## src/rtl/riscv_pkg.sv

```systemverilog
// Shared RV32I constants: NOP encoding, default reset vector, opcodes and
// instruction field positions used by fetch and decode.
package riscv_pkg;

    localparam int unsigned XLEN       = 32;
    localparam int unsigned INSTR_W    = 32;

    localparam logic [INSTR_W-1:0] NOP_INSTR        = 32'h0000_0013; // addi x0,x0,0
    localparam logic [XLEN-1:0]    DEFAULT_RESET_PC = 32'hBFC0_0000;

    // Major opcodes
    localparam logic [6:0] OP_R      = 7'h33;
    localparam logic [6:0] OP_I      = 7'h13;
    localparam logic [6:0] OP_LOAD   = 7'h03;
    localparam logic [6:0] OP_STORE  = 7'h23;
    localparam logic [6:0] OP_BRANCH = 7'h63;
    localparam logic [6:0] OP_JAL    = 7'h6F;
    localparam logic [6:0] OP_JALR   = 7'h67;
    localparam logic [6:0] OP_LUI    = 7'h37;

    // Field positions inside an instruction word
    localparam int unsigned OPCODE_LSB = 0;
    localparam int unsigned OPCODE_MSB = 6;
    localparam int unsigned FUNCT3_LSB = 12;
    localparam int unsigned FUNCT3_MSB = 14;
    localparam int unsigned FUNC75_BIT = 30;

endpackage

```

## src/rtl/pc_reg.sv

```systemverilog
// Program counter with next-PC selection (reset > redirect > stall > +4)
// and a sticky flag for redirects to a non-word-aligned target.
// Ports:
//   clk, rst (sync, active-low)
//   PCSrc, PCTarget : redirect request and target
//   Stall           : hold the PC
//   pc              : current PC register
//   addr_err        : sticky misaligned-redirect flag
module pc_reg
    import riscv_pkg::*;
#(
    parameter int unsigned            ADDR_WIDTH = 32,
    parameter logic [ADDR_WIDTH-1:0]  RESET_PC   = ADDR_WIDTH'(DEFAULT_RESET_PC)
) (
    input  logic                  clk,
    input  logic                  rst,
    input  logic                  PCSrc,
    input  logic [ADDR_WIDTH-1:0] PCTarget,
    input  logic                  Stall,
    output logic [ADDR_WIDTH-1:0] pc,
    output logic                  addr_err
);

    logic [ADDR_WIDTH-1:0] pc_next_c;
    logic                  err_next_c;

    // Next-PC mux; a redirect overrides a stall and always lands word-aligned.
    always_comb begin
        pc_next_c  = pc + ADDR_WIDTH'(4);
        err_next_c = addr_err;
        if (PCSrc) begin
            pc_next_c = {PCTarget[ADDR_WIDTH-1:2], 2'b00};
            if (PCTarget[1:0] != 2'b00) begin
                err_next_c = 1'b1;
            end
        end else if (Stall) begin
            pc_next_c = pc;
        end
    end

    // PC and error flag state
    always_ff @(posedge clk) begin
        if (!rst) begin
            pc       <= RESET_PC;
            addr_err <= 1'b0;
        end else begin
            pc       <= pc_next_c;
            addr_err <= err_next_c;
        end
    end

endmodule

```

## src/rtl/fetch_stage.sv

```systemverilog
// Instruction fetch stage with IF/ID pipeline register.
// Ports:
//   clk, rst (sync, active-low)
//   PCSrc, PCTarget : redirect from control unit
//   Stall, Flush    : hazard-unit controls
//   InstrAddr       : instruction memory address (= PC)
//   Instr           : combinational instruction read data
//   InstrD, PCD, PCPlus4D, ValidD : IF/ID register contents
//   opcode, funct3, func75        : decode fields sliced from InstrD
//   AddrErr         : sticky misaligned-redirect flag
//   FetchCount      : number of instructions accepted into IF/ID
module fetch_stage
    import riscv_pkg::*;
#(
    parameter int unsigned            ADDR_WIDTH = 32,
    parameter logic [ADDR_WIDTH-1:0]  RESET_PC   = ADDR_WIDTH'(DEFAULT_RESET_PC)
) (
    input  logic                  clk,
    input  logic                  rst,
    input  logic                  PCSrc,
    input  logic [ADDR_WIDTH-1:0] PCTarget,
    input  logic                  Stall,
    input  logic                  Flush,
    output logic [ADDR_WIDTH-1:0] InstrAddr,
    input  logic [INSTR_W-1:0]    Instr,
    output logic [INSTR_W-1:0]    InstrD,
    output logic [ADDR_WIDTH-1:0] PCD,
    output logic [ADDR_WIDTH-1:0] PCPlus4D,
    output logic                  ValidD,
    output logic [6:0]            opcode,
    output logic [2:0]            funct3,
    output logic                  func75,
    output logic                  AddrErr,
    output logic [31:0]           FetchCount
);

    logic [ADDR_WIDTH-1:0] pc;
    logic                  kill_c;
    logic                  load_c;

    pc_reg #(
        .ADDR_WIDTH (ADDR_WIDTH),
        .RESET_PC   (RESET_PC)
    ) u_pc_reg (
        .clk      (clk),
        .rst      (rst),
        .PCSrc    (PCSrc),
        .PCTarget (PCTarget),
        .Stall    (Stall),
        .pc       (pc),
        .addr_err (AddrErr)
    );

    assign InstrAddr = pc;

    // Redirect or flush squashes the slot; otherwise load unless stalled.
    always_comb begin
        kill_c = PCSrc | Flush;
        load_c = !kill_c && !Stall;
    end

    // IF/ID register; a squashed slot holds a NOP so decode stays harmless.
    always_ff @(posedge clk) begin
        if (!rst) begin
            InstrD   <= NOP_INSTR;
            PCD      <= RESET_PC;
            PCPlus4D <= RESET_PC + ADDR_WIDTH'(4);
            ValidD   <= 1'b0;
        end else if (kill_c) begin
            InstrD   <= NOP_INSTR;
            ValidD   <= 1'b0;
        end else if (load_c) begin
            InstrD   <= Instr;
            PCD      <= pc;
            PCPlus4D <= pc + ADDR_WIDTH'(4);
            ValidD   <= 1'b1;
        end
    end

    // Accepted-instruction counter, wraps silently
    always_ff @(posedge clk) begin
        if (!rst) begin
            FetchCount <= 32'h0;
        end else if (load_c) begin
            FetchCount <= FetchCount + 32'd1;
        end
    end

    assign opcode = InstrD[OPCODE_MSB:OPCODE_LSB];
    assign funct3 = InstrD[FUNCT3_MSB:FUNCT3_LSB];
    assign func75 = InstrD[FUNC75_BIT];

endmodule

```

## config.mk

```make
export PLATFORM = sky130hd
export DESIGN_NAME = fetch_stage
export DESIGN_NICKNAME = d
export VERILOG_FILES = /design/src/rtl/riscv_pkg.sv /design/src/rtl/pc_reg.sv /design/src/rtl/fetch_stage.sv
export SDC_FILE = /design/constraint.sdc
export NUM_CORES = 1
export LEC_CHECK = 0
export CAP_MARGIN = 10
export CORE_MARGIN = 2
export CORE_UTILIZATION = 33
export CTS_BUF_LIST = sky130_fd_sc_hd__clkbuf_4 sky130_fd_sc_hd__clkbuf_8
export CTS_CLUSTER_DIAMETER = 200
export DETAILED_ROUTE_END_ITERATION = 10
export SYNTH_ARGS = -nofsm -noshare
export SYNTH_HDL_FRONTEND = slang
export SYNTH_HIERARCHICAL = 1
export SYNTH_SLANG_ARGS = --single-unit
```

## constraint.sdc

```tcl
create_clock -name clk -period 2.9 [get_ports clk]
set_clock_uncertainty 0.1 [all_clocks]
set_input_delay 0.58 -clock clk [delete_from_list [all_inputs] [get_ports clk]]
set_output_delay 0.58 -clock clk [all_outputs]
set_load 0.01 [all_outputs]
```

Word level (Yosys, flattened, before mapping):

Cells that the tools add are included.

* register bits: 162
* input bits: 69
* output and inout bits: 173
* logic and storage cells: 24

* add/sub/neg operators: 2
* equal/unequal tests: 1
* muxes and demuxes: 2
* bitwise logic cells: 3
* reduce and logical (&&, ||, !) cells: 8

Operator list (count)
* two-way mux 32 bit: 2
* adder 32 x 1 -> 32 bit, second input constant: 1
* adder 32 x 3 -> 32 bit, second input constant: 1
* AND reduction 2 bit: 2
* OR reduction 2 bit: 2
* logical NOT 1 bit: 2
* != test 2 bit, second input constant: 1
* NOT 1 bit: 2
* nonzero test 2 bit: 1
* logical AND 1 bit: 1
* bitwise OR 1 bit: 1

Depth between registers and ports, before layout:

Gate-level depths: netlist of the first run.

* depth in word-level cells: 4
* depth in mapped cells: 9
* mapped depth without buffers: 6

Hierarchy:

Netlist of the first run, hierarchy kept.

By module, submodules not included
* fetch_stage: times used 1, cells each 599, area an instance 5361.4 µm², seq. area each 2542.4 µm²
* pc_reg: times used 1, cells each 216, area an instance 1781.7 µm², seq. area each 620.6 µm²

Worst setup path before layout of the first run:

No wires, ideal clock.

* path kind: input-to-reg
* start: in Stall
* end: reg FetchCount[28]
* library setup time: 0.128 ns
* data arrival time: 2.331 ns
* data required time: 2.672 ns
* slack: 0.341 ns
* stages: 8
* buffers on the path: 4
* path through: buf_6 > or3_1 > buf_2 > or4_4 > buf_6 > buf_6 > nor4_2 > o21ai_0

* longest elaborated chain between the ends: 2

Ends and longest elaborated chain
* from (decl): RTL line fetch_stage.sv:22 `input logic Stall,`
* logical NOT 1 bit: RTL line fetch_stage.sv:59 `load_c = !kill_c && !Stall;`
* logical AND 1 bit: RTL line fetch_stage.sv:59
* to (signal assigned): RTL line fetch_stage.sv:85 `FetchCount <= FetchCount + 32'd1;`
* to (decl): RTL line fetch_stage.sv:34 `output logic [31:0] FetchCount`

No other way between the ends.
A chain may end at the register's enable or synchronous reset.

Worst setup path after layout of the first run:

* start: in Flush
* end: reg FetchCount[31]

* longest elaborated chain between the ends: 3

Ends and longest elaborated chain
* from (decl): RTL line fetch_stage.sv:23 `input logic Flush,`
* bitwise OR 1 bit: RTL line fetch_stage.sv:58 `kill_c = PCSrc | Flush;`
* logical NOT 1 bit: RTL line fetch_stage.sv:59
* logical AND 1 bit: RTL line fetch_stage.sv:59

No other way between the ends.

==> results.md, run 1 <==
* Status: complete, no violations
* Power Density at 463 nW/um2
* Drt via density at 4.98
* Area added between synthesis and finish at 43.1%
* Final #Nets at 1,106
* Post-synthesis xor/xnor area fraction at 0.0858
* Worst skew pair latency at 450 ps
* Remaining Overflow, GRT at 0
* Minimum clock period at 2540 ps
* Sink Count at 158
* Largest net degree at the start of global routing at 52
* Worst Setup Start Kind: primary input
* Routed WL per cell at 16.2 um
* Pins over their slew limit at 0
* Number of DRC markers in iteration 0 at 310
* Dpl hpwl at 15,000 um
* Setup Buffers After CTS at 0
* Seq cells post-synth at 158
* Mapped cell area at 7140 um2
* CP Capture Type: flop
* RR Startpoint: u_pc_reg/pc[3]
* Area of the die at 22,800 um2
* Routability cong. at 0.738
* Cell accounting for the most synthesized area: dfxtp_1
* Largest family of logic cells by synthesized area: simple AND/OR/NAND/NOR gates
* Final ANT Viol Nets at 0
* CTS Buf Count at 17
* Syn avg cell area at 8.76 um2
* Drt first pass iters at 5
* Crit path DAT at 2760 ps
* Worst-margin pin slew at 680 ps
* Ant. Diodes at 0
* Post-synthesis simple-gate area fraction at 0.249
* CTS tree: yes
* Reg area at 3160 um2
* Setup TNS at 0 ps
* H-tree depth at 4
* Final wirelength at 21,400 um
* Post-synthesis mux area share at 0.00420
* Max Fclk at 394 MHz
* Sequential area share after synthesis at 0.443
* Filler cell count at 2,074
* Hold crit path type: flop to flop
* Post-synth EDFFs at 0
* Synth Area in Compound Gates at 0.152
* Share of Yosys cell area claimed by the top area cell type at 0.443
* Final Hold Fails at 0
* First-pass GRT wire length at 33,400 um
* Root Driver: clkbuf_8
* Yosys cell types at 57
* GRT Util Overall at 0.187
* Final-report setup violation count at 0
* Unrepaired setup endpoints after global routing: no
* Largest regs: FetchCount x32, InstrD x32, PCD x32
* Hold_sp: PCD[6]
* Hold-fix buffers, CTS at 0
* Tcrit/Tclk final at 0.876
* Fraction of layout cells with a size suffix above 1 at 0.121
* YS warnings at 6
* Starting density of the core at 0.338
* Slew margin rel. at 0.545
* Mapped Cells at 815
* Row cnt at 53
* Setup CP Type: primary input to flop
* Vias post-DR at 6,581
* Clock group share of total power at 0.396
* Die Height at 151 um
* Adder-cell share of the synthesized area at 0.00525
* Max Buffers Root-to-Sink at 2
* Switching pwr at 1190 uW
* Post-CTS Resized at 0
* CP startpoint: Flush
* Die Width at 151 um
* Internal power at 3540 uW
* Worst-path clk slew at 90 ps
* WP data required at 3120 ps
* Comb pwr share at 0.118
* Sequential Power Share at 0.486
* Top Ports at 242
* Max FO, Critical Path at 18
* Port Buffers at 239
* Net Sw Frac at 0.252
* Multi-input gate area at 3570 um2
* Peak supply drop at 257 uV
* Top FF cell, synth: dfxtp_1
* Final hold slack at 356 ps
* Initial antenna violation count at 0
* Max-cap viol count at 0
* Drt drc at 0
* Pleak at 0.00368 uW
* Async set-reset flop share out of synthesis at 0
* Vias in the first global route at 6,215
* Synth area leaders: dfxtp_1 (44%), nand2_1 (6.4%), xnor2_1 (4.7%)
* Std-Cell Core Area at 21,200 um2
[area by class of cell]
cell class | instances | area share
Multi-Input combinational cell | 572 | 0.350
Sequential cell | 158 | 0.309
Tap cell | 275 | 0.0337
Clock buffer | 20 | 0.0269
Timing Repair Buffer | 271 | 0.258
Inverter | 14 | 0.00514
Clock inverter | 12 | 0.0176
[worst paths after layout]
kind / endpoint / slack, ps / cells after the start
worst max-delay path: FetchCount[31] / 360 / 5
worst max register to register: u_pc_reg/pc[22] / 680 / 7
worst min-delay path: PCD[6] / 360 / 2
worst min register to register: PCD[6] / 360 / 2
[cells by family (layout without fill, tap and decap cells)]
logic type,count (synthesis),count (layout)
buffers and inverters,86,317
other,1,2
XOR/XNOR,70,70
AO/OA/AOI/OAI,158,158
adder cells (fa/ha/maj),3,3
flip-flops,158,158
AND/OR/NAND/NOR,336,336
multiplexers,3,3
[worst max-delay path, cell delays in order]
cell	delay [ps]
clkdlybuf4s50_1	440
or3_2	490
or4_4	690
nor4_1	410
o21ai_0	150
[routing by layer]
| layer | GRT usage | up-vias | part of all wire |
|---|---|---|---|
| met4 | 0.0374 | 0 | 0.0039 |
| li1 | - | 3304 | - |
| met5 | 0 | - | 0 |
| met2 | 0.295 | 187 | 0.45 |
| met1 | 0.252 | 3083 | 0.47 |
| met3 | 0.0605 | 7 | 0.075 |
[power by group through the flow]
stage | clock network, uW | logic [uW] | registers, uW
finish | 1880 | 557 | 2300
global route | 2040 | 609 | 2310
CTS | 1940 | 563 | 2300
detailed placement | 0 | 559 | 2350
global placement | 0 | 558 | 2350
floorplan | 0 | 205 | 2380
[synth_stat cells, drive strengths merged (2+ instances only)]
library cell / number
nor4: 19
a31o: 3
and2: 9
nand2b: 7
mux2i: 3
a211oi: 10
o221a: 29
o211ai: 5
nand2: 121
o31a: 5
ha: 3
clkbuf: 44
nor3: 24
or3: 4
and4: 13
nand4: 21
xnor2: 38
nand3b: 3
dfxtp: 158
buf: 28
nor2: 52
nand3: 47
xor2: 32
o211a: 2
a21oi: 52
o21ai: 42
o21a: 2
o311a: 2
and3: 10
o22a: 2
inv: 13
[cell usage in the layout, fill, tap and decap left out, types with 12 or more instances in the layout]
| cell | count |
|---|---|
| nand4_1 | 19 |
| xnor2_1 | 38 |
| o221a_2 | 29 |
| o21ai_0 | 40 |
| inv_1 | 12 |
| nor3_1 | 13 |
| clkbuf_8 | 20 |
| xor2_1 | 32 |
| nand2_1 | 121 |
| clkdlybuf4s50_1 | 237 |
| a21oi_1 | 52 |
| nand3_1 | 46 |
| dfxtp_1 | 158 |
| nor2_1 | 52 |
| buf_4 | 31 |
[stage by stage]
stage / setup WS [ps] / utilization / instance area (um2) / total power (uW) / cells
3_5_place_dp: -95.9 / 0.462 / 9770 / 2910 / 1290
3_3_place_gp: -64.5 / 0.462 / 9770 / 2910 / 1290
6_report: 359 / 0.483 / 10200 / 4730 / 1322
2_1_floorplan: 341 / - / 7150 / 2590 / 816
4_1_cts: 388 / 0.483 / 10200 / 4810 / 1322
5_1_grt: 296 / 0.483 / 10200 / 4960 / 1322
Power figures use the tool's default switching activity.
==> run 2, diff against run 1 <==
==> constraint.sdc (replaced) <==
create_clock -name clk -period 2.9 [get_ports clk]
set_clock_uncertainty 0.1 [all_clocks]
set_input_delay 0.58 -clock clk [delete_from_list [all_inputs] [get_ports clk]]
set_output_delay 0.58 -clock clk [all_outputs]
set_load 0.05 [all_outputs]
==> results.md, run 2 (synthesis gave the netlist of run 1 again) <==
* Status: complete, no violations
* Max FO, Critical Path at 9
* Pre-CTS WS at -81.7 ps
* Peak supply drop at 230 uV
* Number of DRC markers in iteration 0 at 245
* Worst Setup Start Kind: flop
* CTS tree: yes
* Tcrit/Tclk final at 0.923
* Area added between synthesis and finish at 41.7%
* Buf/Inv on CP at 1
* Ant. Diodes at 0
* Drt drc at 0
* Die Width at 151 um
* Fin area at 10,100 um2
* H-tree depth at 4
* Dpl hpwl at 15,100 um
* Sink Count at 158
* Post-CTS Resized at 0
* PnR worst setup slack at 224 ps
* Routed WL per cell at 16.1 um
* Port Buffers at 239
* Final #Nets at 1,100
* Final hold slack at 349 ps
* Largest net degree at the start of global routing at 51
* Initial antenna violation count at 0
* Internal power at 3290 uW
* Top Ports at 242
* First-pass GRT wire length at 32,600 um
* Power Density at 465 nW/um2
* Worst skew pair latency at 460 ps
* Comb pwr share at 0.155
* Final ANT Viol Nets at 0
* Remaining Overflow, GRT at 0
* CP delay by family, top: buffers and inverters
* Most frequent cells in the layout: clkdlybuf4s50_1 (237), dfxtp_1 (158), nand2_1 (121), nor2_1 (52), a21oi_1 (52)
* Final wirelength at 21,200 um
* Switching pwr at 1420 uW
* CP startpoint: u_pc_reg/pc[11]
* GRT Util Overall at 0.182
* Largest regs: FetchCount x32, InstrD x32, PCD x32
* Vias post-DR at 6,589
* Max Fclk at 374 MHz
* Hold_sp: rst
* Net Sw Frac at 0.302
* CTS Buf Count at 17
* Largest stage delay on the critical path at 900 ps
* Setup Buffers After CTS at 0
* Drt first pass iters at 4
* Max-cap viol count at 0
* Area of the die at 22,800 um2
* Most common cell after layout, fill and taps aside: clkdlybuf4s50_1
* Worst path slowest cell: clkdlybuf4s50_1
* Pins over their slew limit at 0
* Drt via density at 5.01
* Final Hold Fails at 0
* CP Capture Type: primary output
* Worst-margin pin slew at 672 ps
* Root Driver: clkbuf_8
* Clock group share of total power at 0.352
* Worst-path clk slew at 90 ps
* Routability cong. at 0.746
* Std-Cell Core Area at 21,200 um2
* Placed Area at 9720 um2
* Unrepaired setup endpoints after global routing: no
* Hold crit path type: primary input to flop
* Final-report setup violation count at 0
* Starting density of the core at 0.338
* Minimum clock period at 2680 ps
* Pleak at 0.00363 uW
* WP data required at 2220 ps
* Max Buffers Root-to-Sink at 2
* Fraction of layout cells with a size suffix above 1 at 0.116
* Sequential Power Share at 0.492
* Row cnt at 53
* Vias in the first global route at 6,004
* Die Height at 151 um
* Setup CP Type: flop to primary output
* Crit path DAT at 2000 ps
* Hold-fix buffers, CTS at 0
* Crit-path cells: clkdlybuf4s50_1
* Slew margin rel. at 0.551
* RR Startpoint: u_pc_reg/pc[11]
-- run 2: worst register-to-register path: stages (launching register included) --
cell,delay (ps)
dfxtp_1,640
nand4_1,290
nor4b_2,340
buf_4,230
and4_1,200
o21ai_0,120
a21o_1,200
-- run 2: worst paths after layout --
check / to / slack, ps / cells past startpoint
max: InstrAddr[11] / 220 / 1
min: u_pc_reg/pc[27] / 350 / 2
max reg2reg: PCPlus4D[25] / 670 / 6
min reg2reg: PCD[17] / 360 / 2
-- run 2: stage by stage --
stage,utilization,total power [uW],TNS [ps],std cells
2_1_floorplan,-,2790,0,816
3_3_place_gp,0.460,3100,-251,1284
3_5_place_dp,0.460,3100,-419,1284
4_1_cts,0.478,4780,0,1316
5_1_grt,0.478,4930,0,1316
6_report,0.478,4710,0,1316
-- run 2: power by group through the flow --
stage	clock, uW	combinational (uW)	sequential, uW
3_5_place_dp	0	734	2370
5_1_grt	1820	779	2330
2_1_floorplan	0	217	2570
4_1_cts	1730	738	2320
6_report	1660	731	2320
3_3_place_gp	0	734	2370
-- run 2: routing by layer --
metal | GRT usage | vias up | part of all wire
li1 | - | 3297 | -
met1 | 0.243 | 3085 | 0.47
met2 | 0.287 | 195 | 0.45
met3 | 0.0611 | 12 | 0.073
met4 | 0.0407 | 0 | 0.0080
met5 | 0 | - | 0
-- run 2: area by class of cell --
| class | instances | area [um2] |
|---|---|---|
| repair buffers | 265 | 2590 |
| fillers | 2070 | 11000 |
| multi-input cells | 572 | 3570 |
| clock buffers | 20 | 275 |
| flip-flops and latches | 158 | 3160 |
| inverters | 14 | 52.6 |
| well taps | 275 | 344 |
| clock inverters | 12 | 121 |
==> run 3, diff against run 2 <==
--- a/config.mk
+++ b/config.mk
@@ -11,6 +11,8 @@
 export CTS_BUF_LIST = sky130_fd_sc_hd__clkbuf_4 sky130_fd_sc_hd__clkbuf_8
 export CTS_CLUSTER_DIAMETER = 200
 export DETAILED_ROUTE_END_ITERATION = 10
+export MAX_ROUTING_LAYER = met4
+export SKIP_CTS_REPAIR_TIMING = 1
 export SYNTH_ARGS = -nofsm -noshare
 export SYNTH_HDL_FRONTEND = slang
 export SYNTH_HIERARCHICAL = 1
==> results.md, run 3 (synthesis gave the netlist of run 1 again) <==
* Max Buffers Root-to-Sink at 2
* Final ANT Viol Nets at 0
* Tcrit/Tclk final at 0.923
* Dpl hpwl at 15,100 um
* Drt drc at 0
* Remaining Overflow, GRT at 0
* Sink Count at 158
* Largest stage delay on the critical path at 900 ps
* Number of DRC markers in iteration 0 at 241
* CTS tree: yes
* Worst-margin pin slew at 688 ps
* Port Buffers at 239
* Std-Cell Core Area at 21,200 um2
* Setup CP Type: flop to primary output
* Final-report setup violation count at 0
* Die Width at 151 um
* Most frequent cells in the layout: clkdlybuf4s50_1 (237), dfxtp_1 (158), nand2_1 (121), nor2_1 (52), a21oi_1 (52)
* Power Density at 465 nW/um2
* Finished Layout Cells at 1,316
* Final Hold Fails at 0
* Root Driver: clkbuf_8
* Pins over their slew limit at 0
* Vias post-DR at 6,533
* Slew margin rel. at 0.540
* Minimum clock period at 2680 ps
* Buf/Inv on CP at 1
* Die Height at 151 um
* Max-cap viol count at 0
* Starting density of the core at 0.338
* Crit-path cells: clkdlybuf4s50_1
* Worst path slowest cell: clkdlybuf4s50_1
* Max FO, Critical Path at 9
* Worst Setup Start Kind: flop
* Max Fclk at 374 MHz
* Vias in the first global route at 6,035
* WP data required at 2220 ps
* Row cnt at 53
* Peak supply drop at 231 uV
* CP delay by family, top: buffers and inverters
* Area added between synthesis and finish at 41.7%
* Fin area at 10,100 um2
* GRT Util Overall at 0.188
* Final wirelength at 21,300 um
* Unrepaired setup endpoints after global routing: no
* First-pass GRT wire length at 32,600 um
* H-tree depth at 4
* Setup TNS at 0 ps
* Top Ports at 242
* Critical path depth at 1
* Initial antenna violation count at 0
* Status: complete, no violations
* Routability cong. at 0.755
* Hold crit path type: primary input to flop
* Placed Area at 9720 um2
* Drt via density at 4.96
* Most common cell after layout, fill and taps aside: clkdlybuf4s50_1
* Worst-path clk slew at 90 ps
* Routed WL per cell at 16.2 um
* Fraction of layout cells with a size suffix above 1 at 0.116
* Ant. Diodes at 0
* Pleak at 0.00363 uW
* Placed Instances at 1,284
* CP Capture Type: primary output
* Drt first pass iters at 4
* CTS Buf Count at 17
* Area of the die at 22,800 um2
* Final #Nets at 1,100
* Largest net degree at the start of global routing at 51
* Reg2reg path depth at 6
* Largest regs: FetchCount x32, InstrD x32, PCD x32
* Final Core Density at 0.478
* Hold path cells at 2
* Crit path DAT at 2000 ps
* Worst skew pair latency at 460 ps
-- run 3: cell counts in the layout (fill, tap and decap cells not counted) --
Identical to the previous run, type by type.
-- run 3: final cells by class --
class	count	area, um2
inverters	14	52.6
fillers	2070	11000
flip-flops and latches	158	3160
well taps	275	344
clock buffers	20	275
clock inverters	12	121
multi-input cells	572	3570
repair buffers	265	2590
-- run 3: worst paths after layout --
kind / startpoint / end / slack (ps)
worst min-delay path: rst / u_pc_reg/pc[27] / 340
worst min register to register: PCD[17] / PCD[17] / 360
worst max-delay path: u_pc_reg/pc[11] / InstrAddr[11] / 220
worst max register to register: u_pc_reg/pc[11] / PCPlus4D[25] / 670
-- run 3: stage by stage --
stage	worst slack, ps	total power (uW)	hold slack (ps)
after detailed placement	-81.7	3100	349
after CTS	179	4780	317
after floorplan	339	2790	569
after global routing	140	4930	332
final	223	4710	343
after global placement	-64.8	3100	344
-- run 3: layer usage --
layer | global-route usage | vias up | wire length [um]
li1 | - | 3293 | -
met1 | 0.246 | 3056 | 9930
met2 | 0.287 | 178 | 9770
met3 | 0.0563 | 6 | 1470
met4 | 0.0407 | 0 | 106
met5 | - | - | 0
-- run 3: where the power goes --
part	switching (uW)	total [uW]	internal (uW)
logic	446	731	285
registers	87.1	2320	2230
clock network	885	1660	771
